===== src/rtl/ccff_pkg.sv =====
// Shared types and width helpers for the configuration-chain loader.
package ccff_pkg;

    // Loader sequencing: isolate the I/O, shift the chain, guard, then release.
    typedef enum logic [1:0] {
        IDLE    = 2'd0,
        ISOLATE = 2'd1,
        SHIFT   = 2'd2,
        RELEASE = 2'd3
    } ccff_ld_state_t;

    // Bits needed to hold any count from 0 up to and including max_val.
    function automatic int ccff_cnt_w(input int max_val);
        if (max_val < 1) begin
            return 1;
        end else begin
            return $clog2(max_val + 1);
        end
    endfunction

endpackage


===== src/rtl/ccff_word_serializer.sv =====
// Word-to-bit serializer: holds one configuration word and presents it LSB
// first. A new word may be loaded in the same cycle the last held bit leaves,
// so a continuous source sees no bubble between words.
module ccff_word_serializer
    import ccff_pkg::*;
#(
    parameter int WORD_W = 8,
    parameter int LEN_W  = ccff_cnt_w(WORD_W)
) (
    input  logic              clk,
    input  logic              rst,
    input  logic [WORD_W-1:0] i_data,
    input  logic              i_valid,
    input  logic [LEN_W-1:0]  i_load_len,   // bits of the offered word that will be used
    input  logic              i_allow_nxt,  // loader will still want words next cycle
    output logic              o_accept,     // word taken on the coming edge
    output logic              o_ready,
    output logic              o_bit,
    output logic              o_shift
);

    logic [WORD_W-1:0] r_sreg;
    logic [LEN_W-1:0]  r_cnt;
    logic              r_ready;
    logic              r_shift;
    logic [WORD_W-1:0] w_sreg_nxt;
    logic [LEN_W-1:0]  w_cnt_nxt;
    logic              w_accept;

    // Next contents of the shift register: load a word, shift one bit, or hold.
    always_comb begin
        w_accept   = i_valid & r_ready;
        w_sreg_nxt = r_sreg;
        w_cnt_nxt  = r_cnt;
        if (w_accept) begin
            w_sreg_nxt = i_data;
            w_cnt_nxt  = i_load_len;
        end else if (r_cnt != {LEN_W{1'b0}}) begin
            // Clear once the last useful bit leaves so truncated word bits never reach the head.
            if (r_cnt == LEN_W'(1)) begin
                w_sreg_nxt = {WORD_W{1'b0}};
            end else begin
                w_sreg_nxt = r_sreg >> 1;
            end
            w_cnt_nxt = r_cnt - LEN_W'(1);
        end else begin
            w_sreg_nxt = r_sreg;
            w_cnt_nxt  = r_cnt;
        end
    end

    // Register the word, its remaining-bit count and the derived ready/shift flags.
    always_ff @(posedge clk) begin
        if (rst) begin
            r_sreg  <= {WORD_W{1'b0}};
            r_cnt   <= {LEN_W{1'b0}};
            r_ready <= 1'b0;
            r_shift <= 1'b0;
        end else begin
            r_sreg  <= w_sreg_nxt;
            r_cnt   <= w_cnt_nxt;
            r_shift <= (w_cnt_nxt != {LEN_W{1'b0}});
            // Ready when empty or when the single remaining bit shifts out next cycle.
            r_ready <= i_allow_nxt && (w_cnt_nxt <= LEN_W'(1));
        end
    end

    assign o_accept = w_accept;
    assign o_ready  = r_ready;
    assign o_bit    = r_sreg[0];
    assign o_shift  = r_shift;

endmodule


===== src/rtl/ccff_chain_loader.sv =====
// Configuration-chain loader: isolates the I/O, streams CHAIN_LEN bits LSB
// first into ccff_head, counts ones returning on ccff_tail, then releases.
//
// Load duration with s_valid already high: if start is sampled at edge S,
// done is high in the single cycle following edge S + 2*ISO_CYC + CHAIN_LEN + 1
// (ISO_CYC isolate cycles, one cycle to take the first word, CHAIN_LEN shift
// cycles, ISO_CYC release cycles).
module ccff_chain_loader
    import ccff_pkg::*;
#(
    parameter int CHAIN_LEN = 64,
    parameter int WORD_W    = 8,
    parameter int ISO_CYC   = 4
) (
    input  logic                           prog_clk,
    input  logic                           pReset,
    input  logic                           start,
    input  logic [WORD_W-1:0]              s_data,
    input  logic                           s_valid,
    output logic                           s_ready,
    output logic                           ccff_head,
    output logic                           ccff_shift_en,
    input  logic                           ccff_tail,
    output logic                           IO_ISOL_N,
    output logic                           busy,
    output logic                           done,
    output logic [$clog2(CHAIN_LEN+1)-1:0] tail_ones
);

    localparam int BIT_W = $clog2(CHAIN_LEN + 1);
    localparam int GRD_W = ccff_cnt_w(ISO_CYC);
    localparam int LEN_W = ccff_cnt_w(WORD_W);

    localparam logic [BIT_W-1:0] CHAIN_LEN_B = BIT_W'(CHAIN_LEN);
    localparam logic [GRD_W-1:0] ISO_B       = GRD_W'(ISO_CYC);
    localparam logic [LEN_W-1:0] WORD_L      = LEN_W'(WORD_W);

    ccff_ld_state_t   r_state;
    logic [GRD_W-1:0] r_grd;
    logic [BIT_W-1:0] r_bit_cnt;
    logic [BIT_W-1:0] r_loaded;
    logic [BIT_W-1:0] r_tail_ones;
    logic             r_isol_n;
    logic             r_busy;
    logic             r_done;

    ccff_ld_state_t   w_state_nxt;
    logic [GRD_W-1:0] w_grd_nxt;
    logic [BIT_W-1:0] w_bit_cnt_nxt;
    logic [BIT_W-1:0] w_loaded_nxt;
    logic [BIT_W-1:0] w_tail_nxt;
    logic [BIT_W-1:0] w_remain;
    logic [LEN_W-1:0] w_load_len;
    logic             w_done_nxt;
    logic             w_allow_nxt;
    logic             w_accept;
    logic             w_shift;
    logic             w_head;
    logic             w_ready;

    ccff_word_serializer #(
        .WORD_W (WORD_W),
        .LEN_W  (LEN_W)
    ) u_ser (
        .clk         (prog_clk),
        .rst         (pReset),
        .i_data      (s_data),
        .i_valid     (s_valid),
        .i_load_len  (w_load_len),
        .i_allow_nxt (w_allow_nxt),
        .o_accept    (w_accept),
        .o_ready     (w_ready),
        .o_bit       (w_head),
        .o_shift     (w_shift)
    );

    // Size of the next word: the final word is trimmed to the bits the chain still needs.
    always_comb begin
        w_remain = CHAIN_LEN_B - r_loaded;
        if (32'(w_remain) < 32'(WORD_W)) begin
            w_load_len = LEN_W'(w_remain);
        end else begin
            w_load_len = WORD_L;
        end
    end

    // Next-state, guard/bit counters and tail checksum.
    always_comb begin
        w_state_nxt   = r_state;
        w_grd_nxt     = r_grd;
        w_bit_cnt_nxt = r_bit_cnt;
        w_loaded_nxt  = r_loaded;
        w_tail_nxt    = r_tail_ones;
        w_done_nxt    = 1'b0;
        case (r_state)
            IDLE: begin
                if (start) begin
                    w_state_nxt   = ISOLATE;
                    w_grd_nxt     = ISO_B;
                    w_bit_cnt_nxt = {BIT_W{1'b0}};
                    w_loaded_nxt  = {BIT_W{1'b0}};
                    w_tail_nxt    = {BIT_W{1'b0}};
                end else begin
                    w_state_nxt = IDLE;
                end
            end
            ISOLATE: begin
                if (r_grd <= GRD_W'(1)) begin
                    w_state_nxt = SHIFT;
                    w_grd_nxt   = {GRD_W{1'b0}};
                end else begin
                    w_grd_nxt = r_grd - GRD_W'(1);
                end
            end
            SHIFT: begin
                if (w_accept) begin
                    w_loaded_nxt = r_loaded + BIT_W'(w_load_len);
                end else begin
                    w_loaded_nxt = r_loaded;
                end
                // The chain moves on this edge, so the tail bit now present is the one leaving.
                if (w_shift) begin
                    w_bit_cnt_nxt = r_bit_cnt + BIT_W'(1);
                    w_tail_nxt    = r_tail_ones + BIT_W'(ccff_tail);
                    if (w_bit_cnt_nxt == CHAIN_LEN_B) begin
                        w_state_nxt = RELEASE;
                        w_grd_nxt   = ISO_B;
                    end else begin
                        w_state_nxt = SHIFT;
                    end
                end else begin
                    w_bit_cnt_nxt = r_bit_cnt;
                end
            end
            RELEASE: begin
                if (r_grd <= GRD_W'(1)) begin
                    w_state_nxt = IDLE;
                    w_grd_nxt   = {GRD_W{1'b0}};
                    w_done_nxt  = 1'b1;
                end else begin
                    w_grd_nxt = r_grd - GRD_W'(1);
                end
            end
            default: begin
                w_state_nxt = IDLE;
            end
        endcase
        w_allow_nxt = (w_state_nxt == SHIFT) && (w_loaded_nxt < CHAIN_LEN_B);
    end

    // State, counters and registered status outputs.
    always_ff @(posedge prog_clk) begin
        if (pReset) begin
            r_state     <= IDLE;
            r_grd       <= {GRD_W{1'b0}};
            r_bit_cnt   <= {BIT_W{1'b0}};
            r_loaded    <= {BIT_W{1'b0}};
            r_tail_ones <= {BIT_W{1'b0}};
            r_isol_n    <= 1'b1;
            r_busy      <= 1'b0;
            r_done      <= 1'b0;
        end else begin
            r_state     <= w_state_nxt;
            r_grd       <= w_grd_nxt;
            r_bit_cnt   <= w_bit_cnt_nxt;
            r_loaded    <= w_loaded_nxt;
            r_tail_ones <= w_tail_nxt;
            r_isol_n    <= (w_state_nxt == IDLE);
            r_busy      <= (w_state_nxt != IDLE);
            r_done      <= w_done_nxt;
        end
    end

    assign s_ready       = w_ready;
    assign ccff_head     = w_head;
    assign ccff_shift_en = w_shift;
    assign IO_ISOL_N     = r_isol_n;
    assign busy          = r_busy;
    assign done          = r_done;
    assign tail_ones     = r_tail_ones;

endmodule


===== config.mk =====
export PLATFORM = sky130hd
export DESIGN_NAME = ccff_chain_loader
export DESIGN_NICKNAME = d
export VERILOG_FILES = /design/src/rtl/ccff_pkg.sv /design/src/rtl/ccff_word_serializer.sv /design/src/rtl/ccff_chain_loader.sv
export SDC_FILE = /design/constraint.sdc
export NUM_CORES = 1
export LEC_CHECK = 0
export ABC_AREA = 1
export CAP_MARGIN = 20
export CORE_ASPECT_RATIO = 0.6
export CORE_UTILIZATION = 40
export DETAILED_ROUTE_END_ITERATION = 12
export SETUP_SLACK_MARGIN = 0.05
export SLEW_MARGIN = 20
export SYNTH_ARGS = -nofsm -noshare
export SYNTH_HDL_FRONTEND = slang
export SYNTH_SLANG_ARGS = --single-unit

===== constraint.sdc =====
create_clock -name prog_clk -period 2.9 [get_ports prog_clk]
set_clock_uncertainty 0.15 [all_clocks]
set_input_delay 0.29 -clock prog_clk [delete_from_list [all_inputs] [get_ports prog_clk]]
set_output_delay 0.29 -clock prog_clk [all_outputs]
set_load 0.02 [all_outputs]

Word level (Yosys, flattened, before mapping)

Cells that the tools add are included.

Register bits: 43
Input port bits: 13
Output and inout bits: 13
Word-level logic and storage cells: 72

Add/sub/neg operators: 6
Magnitude comparators: 4
Equal/unequal tests: 9
Muxes and demuxes: 26
Bitwise logic cells: 2
Reductions and logical operators: 13

Operators by type and width:

| cell                                                                  | count |
|---|---|
| 7-bit two-way mux                                                     | 6 |
| 7-bit case mux with 2 select lines                                    | 3 |
| 8-bit two-way mux                                                     | 2 |
| 3-bit two-way mux                                                     | 4 |
| 4-bit two-way mux                                                     | 3 |
| 3-bit case mux with 3 select lines                                    | 1 |
| 2-bit case mux with 4 select lines                                    | 1 |
| 4-bit nonzero test                                                    | 2 |
| 7-bit by 1-bit adder with 7-bit output                                | 1 |
| 7-bit by 1-bit adder with 7-bit output, second input constant         | 1 |
| 7-bit by 4-bit adder with 7-bit output                                | 1 |
| 7-bit equality test, second input constant                            | 1 |
| 7-bit by 4-bit < comparator with 1-bit output, second input constant  | 1 |
| 7-bit < comparator, second input constant                             | 1 |
| 7-bit subtractor, first input constant                                | 1 |
| 2-bit equality test, second input constant                            | 3 |
| 2-bit two-way mux                                                     | 3 |
| 3-bit AND reduction                                                   | 2 |
| 2-bit nonzero test                                                    | 3 |
| 4-bit by 1-bit equality test with 1-bit output, second input constant | 1 |
| 4-bit by 1-bit <= comparator with 1-bit output, second input constant | 1 |
| 2-bit zero test                                                       | 2 |
| 2-bit != test, second input constant                                  | 2 |
| 2-bit OR reduction                                                    | 2 |
| 9 further kinds                                                       | 12 |

Depth between registers and ports, before layout

Depth in word-level cells: 9
Depth in mapped cells: 20

Modules after synthesis

A second synthesis with hierarchy kept.

Cell total of the unflattened synthesis: 356
Area, all modules: 2471.1 µm²

Modules (own cells, without submodules):

| module               | times used | cells each | area an instance (µm²) | sequential area each (µm²) |
|---|---|---|---|---|
| ccff_chain_loader    | 1          | 252        | 1744.2                 | 580.6 |
| ccff_word_serializer | 1          | 104        | 726.9                  | 280.3 |

Least setup slack after synthesis

No wires, ideal clock.

Kind: reg-to-reg
Start: reg r_loaded[1]
End: reg u_ser.r_ready, in the netlist u_ser.o_ready
Data arrival time: 2.234 ns
Required time: 2.638 ns
Slack: 0.404 ns
Stages on the path, launching flop included: 21
Path buffers: 0
Period minus slack after synthesis: 2.496 ns
Cells stage by stage: dfxtp_1 > inv_1 > ha_1 > inv_1 > nor2_1 > nand2_1 > nand2_2 > nand2_2 > nand2_4 > nor2_4 > inv_1 > fa_1 > nand3b_1 > nand2_1 > nand2_1 > a21oi_1 > o21ai_0 > nand2_1 > inv_1 > nand3_1 > nor2_1

Word-level cells in the longest chain between the ends: 9
Elaborated cells on any way between the ends: 12

RTL lines:

| item                                          | RTL line                   | text |
|---|---|---|
| from (decl)                                   | ccff_chain_loader.sv:41    | `logic [BIT_W-1:0] r_loaded;` |
| from (signal assigned)                        | ccff_chain_loader.sv:157   | `r_loaded <= {BIT_W{1'b0}};` |
| from (signal assigned)                        | ccff_chain_loader.sv:166   | `r_loaded <= w_loaded_nxt;` |
| 7-bit subtractor                              | ccff_chain_loader.sv:79    | `w_remain = CHAIN_LEN_B - r_loaded;` |
| 7-bit by 4-bit < comparator with 1-bit output | ccff_chain_loader.sv:80    | `if (32'(w_remain) < 32'(WORD_W)) begin` |
| 4-bit two-way mux                             | ccff_chain_loader.sv:80    |  |
| 7-bit by 4-bit adder with 7-bit output        | ccff_chain_loader.sv:117   | `w_loaded_nxt = r_loaded + BIT_W'(w_load_len);` |
| 7-bit two-way mux                             | ccff_chain_loader.sv:116   | `if (w_accept) begin` |
| 7-bit case mux with 2 select lines            | ccff_chain_loader.sv:95    | `case (r_state)` |
| 7-bit < comparator                            | ccff_chain_loader.sv:148   | `w_allow_nxt = (w_state_nxt == SHIFT) && (w_loaded_nxt < CHAIN_LEN_B);` |
| 1-bit logical AND                             | ccff_chain_loader.sv:148   |  |
| 1-bit logical AND (*)                         | ccff_word_serializer.sv:64 | `r_ready <= i_allow_nxt && (w_cnt_nxt <= LEN_W'(1));` |
| to (signal assigned)                          | ccff_word_serializer.sv:64 |  |
| to (decl)                                     | ccff_word_serializer.sv:24 | `logic r_ready;` |

Every way passes the cells marked *; elsewhere a longest branch is shown, timed or not.
A chain may end at the register's enable or synchronous reset.

Worst setup path after layout

Ends and elaborated chain as after synthesis.

==> summary.txt <==
Run status
  – Status: completed

Critical path
  – CP startpoint kind: flip-flop
  – CP Capture Type: flip-flop
  – Worst Path Arrival: 2.71 ns
  – Crit Path Category: flip-flop to flip-flop
  – CP startpoint: r_loaded[1]$_SDFFE_PP0P_
  – Reg-to-reg startpoint: r_loaded[1]$_SDFFE_PP0P_
  – Worst EP required: 2.95 ns
  – Peak fanout along the critical path: 4

Layout
  – Fillers: 565
  – Multi-input logic area: 0.00129 mm2
  – Finished Cell Area: 0.00280 mm2
  – Ant. Diodes: 0
  – Post-Layout Cell Count: 449
  – Nets: 392
  – Share of cells above drive strength 1: 13.0%
  – Area grow syn2layout: 18.7%
  – Reg area: 862 um2
  – Final core utilization: 49.8%

Clock network
  – Total CTS buffers: 5
  – Post-CTS Repair Setup Buffers: 0
  – Clk slew on worst S/H paths: 0.08 ns
  – Root buffer cell: clkbuf_8
  – Sink Count: 43
  – CTS Buffer Depth: 2
  – Clk Latency, worst-skew pair: 0.30 ns
  – Depth of the CTS H-tree: 2
  – CTS tree: yes

Synth
  – Cells after Synth: 340
  – Synthesized area per cell: 6.94 um2
  – Synth top area share: 36.5%
  – Post-synthesis sequential area ratio: 36.5%
  – Ys flop type: dfxtp_1
  – Synth area leader: dfxtp_1
  – Post-synth EDFFs: 0
  – Net Count, Synth: 364
  – Top post-synthesis cells by count: nand2_1 (87), inv_1 (44), dfxtp_1 (43), a21oi_1 (28), nor2_1 (27)
  – Unique cell type count in the Yosys netlist: 37
  – Number of synthesized register bits: 43
  – YS warnings: 0
  – FFs w/ async S/R, synth: 0%
  – Top cells by area, synth: dfxtp_1 (36%), nand2_1 (14%), inv_1 (7.0%)
  – Post-Syn Area: 0.00236 mm2
  – Cell with the most instances after synthesis: nand2_1

Floorplanning
  – Row cnt: 21
  – Die Area: 0.00622 mm2
  – Core area: 0.00562 mm2
  – Die H: 61.5 um
  – Die Width: 101 um
  – Initial Utilization: 42.0%
  – Top Ports: 26

STA
  – Final period util: 91.7%
  – Setup TNS: 0 ns
  – Final Max Slew Viols: 0
  – Fmax: 0.376 GHz
  – Slew headroom: 60.4%
  – Tightest Pin Transition: 0.588 ns
  – Min cycle time layout: 2.66 ns
  – Final Setup Violations: 0
  – Final Hold Vio Count: 0
  – Setup ws final: 0.240 ns
  – RSZ-0062 raised after global routing: no

Detailed routing
  – DR pass1 iterations: 5
  – Routed len/inst: 12.0 um
  – Routed WL: 5380 um
  – Vias per cell: 4.70
  – Initial DRC count: 95
  – Vias after detailed routing: 2,112
  – Antenna Nets Post-Route: 0
  – # DRC: 0

Global routing
  – Vias in the first global route: 1,815
  – Global-route wire length before repair: 8750 um
  – Grt total ovfl: 0
  – Largest net degree at the start of global routing: 22
  – GRT Total Usage: 18.8%
  – Initial antenna violation count: 0

Power
  – Leak: 0.00117 uW
  – Pwr dens: 577 mW/mm2
  – Maximum vdd ir drop: 0.000261 V

Placed design
  – Buffers on Ports: 25
  – DP Worst Slack: 0.146 ns
  – Placed Cells: 441
  – DP HPWL: 3890 um
  – Gpl congestion: 0.882
  – Placed Area: 0.00269 mm2

Min path
  – HP Class: flip-flop to flip-flop
  – Min-delay src: r_grd[0]$_SDFFE_PP0P_

Run
  – Max capacitance violation total: 0
==> cell families (layout without fill, tap and decap cells) <==
| group | count (synthesis) | after routing | synth area share, % |
|---|---|---|---|
| AND/OR/NAND/NOR | 167 | 167 | 32.1 |
| adder cells (fa/ha/maj) | 11 | 11 | 6.15 |
| flip-flops | 43 | 43 | 36.5 |
| XOR/XNOR | 5 | 5 | 1.86 |
| AO/OA/AOI/OAI | 55 | 55 | 13.6 |
| buffers and inverters | 59 | 88 | 9.80 |
==> routing by layer <==
metal  wire, um  track usage (%)  share of wire (%)  vias up
met5          0                0                  0        -
met3        293             4.88                5.5        7
met4         61             6.21                1.1        0
met1       2920             27.6                 54      924
li1           -                -                  -     1134
met2       2100             26.3                 39       47
==> critical path, cell delays in order (launching register included) <==
cell and delay, ns:
dfxtp_2 0.36, inv_1 0.10, ha_4 0.19, inv_1 0.05
nor2_1 0.03, nand2_1 0.08, nand2_2 0.06, nand2_2 0.08
nand2_4 0.08, nor2_4 0.13, inv_1 0.08, fa_2 0.38
nand3b_1 0.19, nand2_2 0.10, nand2_1 0.08, a21oi_2 0.12
o21ai_0 0.09, nand2_1 0.06, inv_1 0.05, nand3_1 0.06
nor2_1 0.04
==> registers in the layout, indices dropped and copies added (netlist names) <==
| register | count |
|---|---|
| r_bit_cnt | 7 |
| r_loaded | 7 |
| u_ser.o_shift | 1 |
| r_state | 2 |
| tail_ones | 7 |
| u_ser.r_cnt | 4 |
| r_grd | 3 |
| u_ser.r_sreg | 8 |
| busy | 1 |
| IO_ISOL_N | 1 |
| u_ser.o_ready | 1 |
| done | 1 |
==> cell type report <==
| class | count | area share, % |
|---|---|---|
| clock inverters | 2 | 0.447 |
| flip-flops and latches | 43 | 30.8 |
| clock buffers | 6 | 2.59 |
| repair buffers | 27 | 9.47 |
| well taps | 80 | 3.57 |
| inverters | 53 | 7.10 |
| multi-input cells | 238 | 46.0 |
==> metrics by stage <==
step | hold WS (ns) | total power [uW]
2_1_floorplan | 0.212 | 1080
3_3_place_gp | 0.303 | 1250
3_5_place_dp | 0.306 | 1240
4_1_cts | 0.318 | 1630
5_1_grt | 0.346 | 1740
6_report | 0.318 | 1620
==> placed cells by master (no fill, tap or decap), drive strengths merged <==
cell           netlist  routed
o221ai               1       1
clkinvlp             0       1
dfxtp               43      43
o211ai               2       2
nand3               23      23
o22ai                1       1
clkinv               0       1
xnor2                2       2
a211oi               1       1
xor2                 3       3
o21ai               14      14
buf                  3       2
a21boi               2       2
clkdlybuf4s50        0      25
fa                   1       1
a22oi                2       2
nor3                 3       3
ha                  10      10
o21a                 1       1
inv                 53      53
or2                  1       1
nand4                2       2
nand3b               1       1
and3                 1       1
nand2               96      96
a21oi               30      30
nor2                39      39
o21bai               1       1
clkbuf               3       6
nor4                 1       1
==> power breakdown <==
group          switching [uW]  internal, uW  total [uW]
combinational             350           196         546
clock                     216           169         384
sequential               39.4           646         685
total                     605          1010        1620
==> repair_timing <==
action | in CTS | in global routing
resized for setup | 0 | 6
hold buffers | 0 | 0
endpoints found under the setup margin | 0 | 3
==> final timing paths <==
kind / end / slack [ns] / cells after the start
max: u_ser.o_ready$_SDFF_PP0_ / 0.24 / 20
min: r_grd[0]$_SDFFE_PP0P_ / 0.32 / 2
max reg2reg: u_ser.o_ready$_SDFF_PP0_ / 0.24 / 20
min reg2reg: r_grd[0]$_SDFFE_PP0P_ / 0.32 / 2
Power figures use the tool's default switching activity.
